### src/rtl/crossbar_pkg.sv
// Shared crossbar definitions: control-word geometry, sequencer program depth and FSM states.
// Used by the crossbar datapath, its control sequencer and their benches.
package crossbar_pkg;
  localparam int CTL_W  = 5;
  localparam int DEPTH  = 8;
  localparam int AW     = 3;
  localparam int HOLD_W = 4;

  typedef logic [CTL_W-1:0] ctl_word_t;

  typedef enum logic {IDLE = 1'b0, RUN = 1'b1} state_t;
endpackage

### src/rtl/ctl_prog_mem.sv
// DEPTH x CTL_W program register file: async clear, synchronous write, combinational read.
// Read data is available in the same cycle; no backpressure, a write always lands when we=1.
module ctl_prog_mem
  import crossbar_pkg::*;
(
  input  logic          clk,
  input  logic          rst_n,
  input  logic          we,
  input  logic [AW-1:0] waddr,
  input  ctl_word_t     wdata,
  input  logic [AW-1:0] raddr,
  output ctl_word_t     rdata
);

  ctl_word_t mem [DEPTH];

  always_ff @(posedge clk or negedge rst_n) begin
    if (!rst_n) begin
      for (int i = 0; i < DEPTH; i++) mem[i] <= '0;
    end else if (we) begin
      mem[waddr] <= wdata;
    end
  end

  assign rdata = mem[raddr];

endmodule

### src/rtl/crossbar_ctl_sequencer.sv
// Plays a host-written program of crossbar control words, each held hold+1 cycles, one-shot or looping.
// First word appears 1 cycle after start; no backpressure, writes during playback are rejected with wr_err.
module crossbar_ctl_sequencer
  import crossbar_pkg::*;
(
  input  logic              clk,
  input  logic              rst_n,
  input  logic              wr_en,
  input  logic [AW-1:0]     wr_addr,
  input  ctl_word_t         wr_data,
  input  logic [AW:0]       len,
  input  logic [HOLD_W-1:0] hold,
  input  logic              loop,
  input  logic              start,
  input  logic              abort,
  output ctl_word_t         control,
  output logic              ctl_valid,
  output logic [AW-1:0]     step_idx,
  output logic              busy,
  output logic              done,
  output logic              wr_err
);

  state_t            state, state_nxt;
  logic [AW:0]       len_l;
  logic [HOLD_W-1:0] hold_l, cnt, cnt_nxt;
  logic              loop_l, latch;
  logic [AW-1:0]     idx_nxt, rd_addr;
  ctl_word_t         ctl_nxt, rd_data, rd_word;
  logic              vld_nxt, done_nxt, wr_err_nxt;
  logic              mem_we, start_ok, step_end, last_step;

  assign mem_we    = wr_en && (state == IDLE);
  assign start_ok  = start && !abort && (len != '0) && (len <= (AW+1)'(DEPTH));
  assign step_end  = (cnt == hold_l);
  assign last_step = ({1'b0, step_idx} == (len_l - (AW+1)'(1)));
  assign busy      = (state == RUN);

  ctl_prog_mem u_mem (
    .clk   (clk),
    .rst_n (rst_n),
    .we    (mem_we),
    .waddr (wr_addr),
    .wdata (wr_data),
    .raddr (rd_addr),
    .rdata (rd_data)
  );

  // A write landing in the same IDLE cycle as start must be seen by the first step.
  assign rd_word = (mem_we && (wr_addr == rd_addr)) ? wr_data : rd_data;

  always_comb begin
    rd_addr = '0;
    if (state == RUN && step_end && !last_step) rd_addr = step_idx + AW'(1);
  end

  always_ff @(posedge clk or negedge rst_n) begin
    if (!rst_n) state <= IDLE;
    else        state <= state_nxt;
  end

  always_comb begin
    state_nxt = state;
    case (state)
      IDLE: if (start_ok) state_nxt = RUN;
      RUN: begin
        if (abort)                                  state_nxt = IDLE;
        else if (step_end && last_step && !loop_l)  state_nxt = IDLE;
      end
      default: state_nxt = IDLE;
    endcase
  end

  always_comb begin
    ctl_nxt    = control;
    vld_nxt    = ctl_valid;
    idx_nxt    = step_idx;
    cnt_nxt    = cnt;
    done_nxt   = 1'b0;
    wr_err_nxt = 1'b0;
    latch      = 1'b0;
    case (state)
      IDLE: begin
        if (start_ok) begin
          latch   = 1'b1;
          idx_nxt = '0;
          cnt_nxt = '0;
          ctl_nxt = rd_word;
          vld_nxt = 1'b1;
        end
      end
      RUN: begin
        wr_err_nxt = wr_en;
        if (abort) begin
          ctl_nxt = '0;
          vld_nxt = 1'b0;
          idx_nxt = '0;
          cnt_nxt = '0;
        end else if (step_end) begin
          cnt_nxt = '0;
          if (!last_step) begin
            idx_nxt = step_idx + AW'(1);
            ctl_nxt = rd_word;
          end else if (loop_l) begin
            idx_nxt = '0;
            ctl_nxt = rd_word;
          end else begin
            idx_nxt  = '0;
            ctl_nxt  = '0;
            vld_nxt  = 1'b0;
            done_nxt = 1'b1;
          end
        end else begin
          cnt_nxt = cnt + HOLD_W'(1);
        end
      end
      default: begin
        ctl_nxt = '0;
        vld_nxt = 1'b0;
        idx_nxt = '0;
        cnt_nxt = '0;
      end
    endcase
  end

  always_ff @(posedge clk or negedge rst_n) begin
    if (!rst_n) begin
      control   <= '0;
      ctl_valid <= 1'b0;
      step_idx  <= '0;
      cnt       <= '0;
      done      <= 1'b0;
      wr_err    <= 1'b0;
      len_l     <= '0;
      hold_l    <= '0;
      loop_l    <= 1'b0;
    end else begin
      control   <= ctl_nxt;
      ctl_valid <= vld_nxt;
      step_idx  <= idx_nxt;
      cnt       <= cnt_nxt;
      done      <= done_nxt;
      wr_err    <= wr_err_nxt;
      if (latch) begin
        len_l  <= len;
        hold_l <= hold;
        loop_l <= loop;
      end
    end
  end

endmodule

### config.mk
export PLATFORM = sky130hd
export DESIGN_NAME = crossbar_ctl_sequencer
export DESIGN_NICKNAME = d
export VERILOG_FILES = /design/src/rtl/crossbar_pkg.sv /design/src/rtl/ctl_prog_mem.sv /design/src/rtl/crossbar_ctl_sequencer.sv
export SDC_FILE = /design/constraint.sdc
export NUM_CORES = 1
export LEC_CHECK = 0
export ABC_AREA = 1
export CELL_PAD_IN_SITES_DETAIL_PLACEMENT = 0
export CELL_PAD_IN_SITES_GLOBAL_PLACEMENT = 1
export CORE_MARGIN = 2
export CORE_UTILIZATION = 42
export DETAILED_ROUTE_END_ITERATION = 16
export PLACE_DENSITY_LB_ADDON = 0.08
export SLEW_MARGIN = 20
export SYNTH_ARGS = -nofsm -noshare
export SYNTH_HDL_FRONTEND = slang
export SYNTH_SLANG_ARGS = --single-unit
### constraint.sdc
create_clock -name clk -period 2.23 [get_ports clk]
set_clock_uncertainty 0.05 [all_clocks]
set_input_delay 0.446 -clock clk [delete_from_list [all_inputs] [get_ports clk]]
set_output_delay 0.446 -clock clk [all_outputs]
set_load 0.02 [all_outputs]
==> results.toml, run 1 <==
[timing]
slew_headroom = 0.673
max_freq_ghz = 0.468
layout_min_cycle_time_ns = 2.14
period_share = 0.958
maxSlewViolCount = 0
finalHoldViolCount = 0
hold_ws_ns = 0.434
setup_viol = 0
tightest_slew_ns = 0.491
fin_setup_tns_ns = 0

[synthesis]
yosys.area.top_type_share = 0.482
synthCells = 440
synth_top_cell_by_area = "dfrtp_1"
yosysSeqAreaShare = 0.482
syn_area_per_cell_um2 = 7.67
syn_nets = 465
synth.area.top_cells = "dfrtp_1, nand2_1, inv_1"
synth_cell_types = 28
yosys_register_bits = 65
syn_area_mm2 = 0.00338
yosysWarningCount = 0

[drt]
drt-total-wl_um = 9040
via_per_inst = 5.08
route.detailed.drc = 0
first_pass_iters = 4
num_vias = 3081
wl_per_cell_um = 14.9
dr.first_iter.drc_count = 179
ant_nets = 0

[layout]
area_delta_synth_final_pct = 28.2
seq_area_mm2 = 0.00163
multi_input_area_mm2 = 0.00156
fin_nets = 524
drive_above_1_share = 0.159
final_cell_mix = "nand2_1, inv_1, dfrtp_1"
layout_commonest_cell = "nand2_1"
fillCellCount = 806
n_antenna_cell = 0

[min_path]
hold_path_class = "reg2reg"
hold_start = "u_mem.mem[26]$_DFFE_PN0P_"

[placed_design]
place_congestion = 0.811
portBuffers = 33
hpwl_um = 6340

[global_routing]
grt_pass1_wl_um = 13900
grt.total_usage = 0.210
grt-ovfl-total = 0
grt_max_degree = 45
grt_pass1_vias = 2689
antenna_found_initial = 0

[floorplanning]
num_rows = 32
start_util = 0.435
die_area_mm2 = 0.00877
core_area_mm2 = 0.00777
die_w_um = 93.7
ioPinCount = 34
die_height_um = 93.7

[cts]
cts_tree = "done"
clockBufferDepth = 2
cts_sinks = 65
h-tree-depth = 3
clock_latency_ns = 0.34
cts.clk_slew.worst_paths_ns = 0.07
ctsRootBufferMaster = "clkbuf_8"
cts_made_buffers = 9

[setup_path]
cp_common_cell = "nand2_1"
cp-startpoint = "len_l[0]$_DFFE_PN0P_"
crit_type = "reg2reg"
crit_slowest_cell = "dfrtp_1"
path_cells = "inv_1, ha_4, xor2_1, nand2_1, nor2_4, nand2_8, o21ai_4, inv_2, o21ai_4, a21oi_1, nand2_1, nand2_1"
start_kind = "flop"
crit_path_end_kind = "flop"
crit_required_ns = 2.41
reg2reg_setup_slack_ns = 0.09
critPathMaxStageDelay_ns = 0.39
cp_max_fo = 5
worstPathArrival_ns = 2.31
r2r_start = "len_l[0]$_DFFE_PN0P_"

[pwr]
leakage_uw = 0.00217
total_power_uw = 4820
power_density_mw_per_mm2 = 1110
worst_ir_drop_vdd_mv = 0.480

[status]
status = "completed"

[flow_run]
maxCapViolCount = 0
synth_stat cells, drive strengths merged:
cell / number
nor2: 15
o22ai: 1
o21ai: 52
clkbuf: 5
xnor2: 1
mux2: 1
nor3: 4
nand4: 23
xor2: 2
dfrtp: 65
o31ai: 1
inv: 76
nand2: 134
ha: 3
a21oi: 13
buf: 9
nand3: 35
report_power, final:
group / switching [uW] / internal [uW]
logic: 1240 / 818
registers: 256 / 1660
clock network: 447 / 397
total: 1940 / 2870
state kept, by name (all words and copies together), names as in the netlist:
register,cells
u_mem.mem,40
control,5
cnt,4
hold_l,4
len_l,4
step_idx,3
busy,1
ctl_valid,1
done,1
loop_l,1
wr_err,1
timing repair:
action	4_1_cts	5_1_grt
hold buffers	1	0
buffers inserted	0	7
endpoints found under the hold margin	8	0
resized for setup	0	29
endpoints found under the setup margin	0	5
layer usage:
metal | track usage | up-vias | routed length, um
met5 | 0 | - | 0
met4 | 0.0845 | 0 | 176
met3 | 0.0353 | 16 | 375
met2 | 0.336 | 86 | 4290
met1 | 0.286 | 1453 | 4200
li1 | - | 1526 | -
per-stage QoR:
step / worst slack (ns) / cells / util / area (um2)
4_1_cts: 0.109 / 594 / 0.522 / 4060
3_5_place_dp: 0.0555 / 577 / 0.501 / 3890
3_3_place_gp: 0.0547 / 577 / 0.501 / 3890
2_1_floorplan: 0.338 / 440 / - / 3380
5_1_grt: -0.0778 / 606 / 0.557 / 4330
6_report: 0.0944 / 606 / 0.557 / 4330
critical path, delay by kind of cell, from the launching register on:
kind | cells | cell delay [ns]
flip-flops | 1 | 0.39
adder cells (fa/ha/maj) | 1 | 0.22
XOR/XNOR | 1 | 0.14
AO/OA/AOI/OAI | 3 | 0.44
AND/OR/NAND/NOR | 5 | 0.60
buffers and inverters | 2 | 0.19
cell families (layout without fill, tap and decap cells):
logic type      Yosys count  in the layout  share of synthesized area
flops                    65             65                      0.482
fa+ha+maj                 3              3                     0.0111
buf+inv                  90            150                      0.109
compound gates           67             67                      0.102
xor+xnor                  3              3                    0.00778
mux                       1              1                    0.00334
simple gates            211            215                      0.286
cell type report:
| cell class | count | share of cell area |
|---|---|---|
| Sequential cell | 65 | 0.376 |
| Multi-Input combinational cell | 289 | 0.360 |
| Timing Repair Buffer | 58 | 0.133 |
| Inverter | 76 | 0.0665 |
| Clock buffer | 12 | 0.0312 |
| Tap cell | 102 | 0.0295 |
| Clock inverter | 4 | 0.00463 |
worst paths after layout:
kind,endpoint,depth (start not counted)
worst max-delay path,control[4]$_DFFE_PN0P_,12
worst max register to register,control[4]$_DFFE_PN0P_,12
max in group asynchronous,u_mem.mem[6]$_DFFE_PN0P_,3
worst min register to register,u_mem.mem[26]$_DFFE_PN0P_,2
min in group asynchronous,cnt[3]$_DFFE_PN0P_,2
worst min-delay path,u_mem.mem[26]$_DFFE_PN0P_,2
Power figures use the tool's default switching activity.
==> inputs of run 2 (changes only) <==
--- a/config.mk
+++ b/config.mk
@@ -10,6 +10,7 @@
 export CELL_PAD_IN_SITES_GLOBAL_PLACEMENT = 1
 export CORE_MARGIN = 2
 export CORE_UTILIZATION = 42
+export CTS_CLUSTER_SIZE = 30
 export DETAILED_ROUTE_END_ITERATION = 16
 export PLACE_DENSITY_LB_ADDON = 0.08
 export SLEW_MARGIN = 20
==> results of run 2 <==
No change in the layout: final DEF, timing and power equal those of run 1.
==> inputs of run 3 (changes only) <==
--- a/config.mk
+++ b/config.mk
@@ -8,7 +8,7 @@
 export ABC_AREA = 1
 export CELL_PAD_IN_SITES_DETAIL_PLACEMENT = 0
 export CELL_PAD_IN_SITES_GLOBAL_PLACEMENT = 1
-export CORE_MARGIN = 2
+export CORE_MARGIN = 4
 export CORE_UTILIZATION = 42
 export CTS_CLUSTER_SIZE = 30
 export DETAILED_ROUTE_END_ITERATION = 16
==> results.toml, run 3 (synthesized netlist as in run 1, its figures left out) <==
[global_routing]
grt_pass1_wl_um = 14000
grt_max_degree = 47
grt-ovfl-total = 0
grt.total_usage = 0.184
grt_pass1_vias = 2777
antenna_found_initial = 0

[floorplanning]
num_rows = 32
ioPinCount = 34
die_height_um = 97.7
start_util = 0.435
die_area_mm2 = 0.00954
core_area_mm2 = 0.00777
die_w_um = 97.7

[cts]
h-tree-depth = 3
cts.clk_slew.worst_paths_ns = 0.08
cts_sinks = 65
ctsRootBufferMaster = "clkbuf_8"
clock_latency_ns = 0.33
cts_tree = "done"
cts_made_buffers = 9
clockBufferDepth = 2
hold_buffers = 0

[layout]
instances_no_fill = 605
drive_above_1_share = 0.179
area_delta_synth_final_pct = 30.4
final_cell_mix = "nand2_1, inv_1, dfrtp_1"
layout_commonest_cell = "nand2_1"
top_regs = "u_mem.mem x40, control x5"
fin_area_mm2 = 0.00440
final_util = 0.567
fillCellCount = 751
largest_register_ff_count = 40
fin_nets = 523
multi_input_area_mm2 = 0.00158
seq_area_mm2 = 0.00163
n_antenna_cell = 0
top_register = "u_mem.mem"

[timing]
setup_ws_ns = 0.105
fin_setup_tns_ns = 0
tightest_slew_ns = 0.493
rsz0062_at_grt = "yes"
period_share = 0.953
layout_min_cycle_time_ns = 2.13
max_freq_ghz = 0.471
finalHoldViolCount = 0
slew_headroom = 0.671
maxSlewViolCount = 0
setup_viol = 0

[pwr]
power_density_mw_per_mm2 = 1160
worst_ir_drop_vdd_mv = 0.479
leakage_uw = 0.00217

[status]
status = "completed"

[drt]
num_vias = 3011
via_per_inst = 4.98
route.detailed.drc = 0
ant_nets = 0
wl_per_cell_um = 14.6
drt-total-wl_um = 8820
first_pass_iters = 4
dr.first_iter.drc_count = 116

[setup_path]
rr_worst_depth = 14
reg2reg_setup_slack_ns = 0.10
crit_required_ns = 2.46
r2r_end = "control[1]$_DFFE_PN0P_"
worstPathArrival_ns = 2.36
cp_max_fo = 7
crit_path_end_kind = "flop"
crit_slowest_cell = "dfrtp_1"
cp_common_cell = "nand2_1"
crit_type = "reg2reg"
path_cells = "inv_2, ha_4, xor2_1, nand2_1, nor2_4, nand2_8, clkbuf_16, nand4_1, nand3_1, nand2_2, nand2_1, nand3_1, nand2_1, nand2_1"
start_kind = "flop"
critPathMaxStageDelay_ns = 0.40
r2r_start = "len_l[1]$_DFFE_PN0P_"

[placed_design]
portBuffers = 33
place_ws_ns = 0.0508
hpwl_um = 6170
place_congestion = 0.798
dp_cells = 579
post_dp_cell_area_mm2 = 0.00391

[min_path]
hold_path_class = "in2async"

[flow_run]
maxCapViolCount = 0
==> run 3: final cells by class <==
cell class                      count  area share
Clock inverter                      6      0.0208
Multi-Input combinational cell    290       0.359
Sequential cell                    65       0.370
Timing Repair Buffer               56       0.125
Tap cell                          102      0.0290
Inverter                           76      0.0660
Clock buffer                       10      0.0313
==> run 3: power breakdown <==
| part | internal, uW | leakage [uW] | switching [uW] |
|---|---|---|---|
| clock | 661 | 0.000105 | 483 |
| combinational | 825 | 0.00125 | 1240 |
| sequential | 1660 | 0.000811 | 243 |
==> run 3: through the flow <==
stage                     total power, uW  hold slack [ns]
after floorplan                      3100            0.100
after global placement               3670            0.382
after detailed placement             3700            0.387
after CTS                            4850           0.0112
after global routing                 5540           0.0335
final                                5110          0.00943
==> run 3: per-layer routing <==
layer | vias to the layer above | global-route usage | routed length (um)
met4 | 0 | 0.0575 | 93
met5 | - | 0 | 0
met3 | 7 | 0.0352 | 461
met1 | 1393 | 0.251 | 4040
met2 | 71 | 0.297 | 4230
li1 | 1540 | - | -
==> run 3: worst max-delay path by stage <==
stage	from	end	cells past startpoint
2_1_floorplan	len_l[0]$_DFFE_PN0P_	control[0]$_DFFE_PN0P_	14
3_3_place_gp	len_l[1]$_DFFE_PN0P_	control[1]$_DFFE_PN0P_	12
3_5_place_dp	len[1]	len_l[1]$_DFFE_PN0P_	9
4_1_cts	len_l[1]$_DFFE_PN0P_	control[1]$_DFFE_PN0P_	12
5_1_grt	len_l[1]$_DFFE_PN0P_	control[2]$_DFFE_PN0P_	14
6_report	len_l[1]$_DFFE_PN0P_	control[1]$_DFFE_PN0P_	14
==> run 3: timing repair <==
action                                  CTS  global route
buffers inserted                          0             4
gates resized for setup                   0            36
endpoints found under the setup margin    0             5
==> run 3: critical path: cells and delay by family, from the launching register on <==
family	cells	cell delay, ns
simple gates	10	0.99
flops	1	0.40
buf+inv	2	0.28
fa+ha+maj	1	0.20
xor+xnor	1	0.14
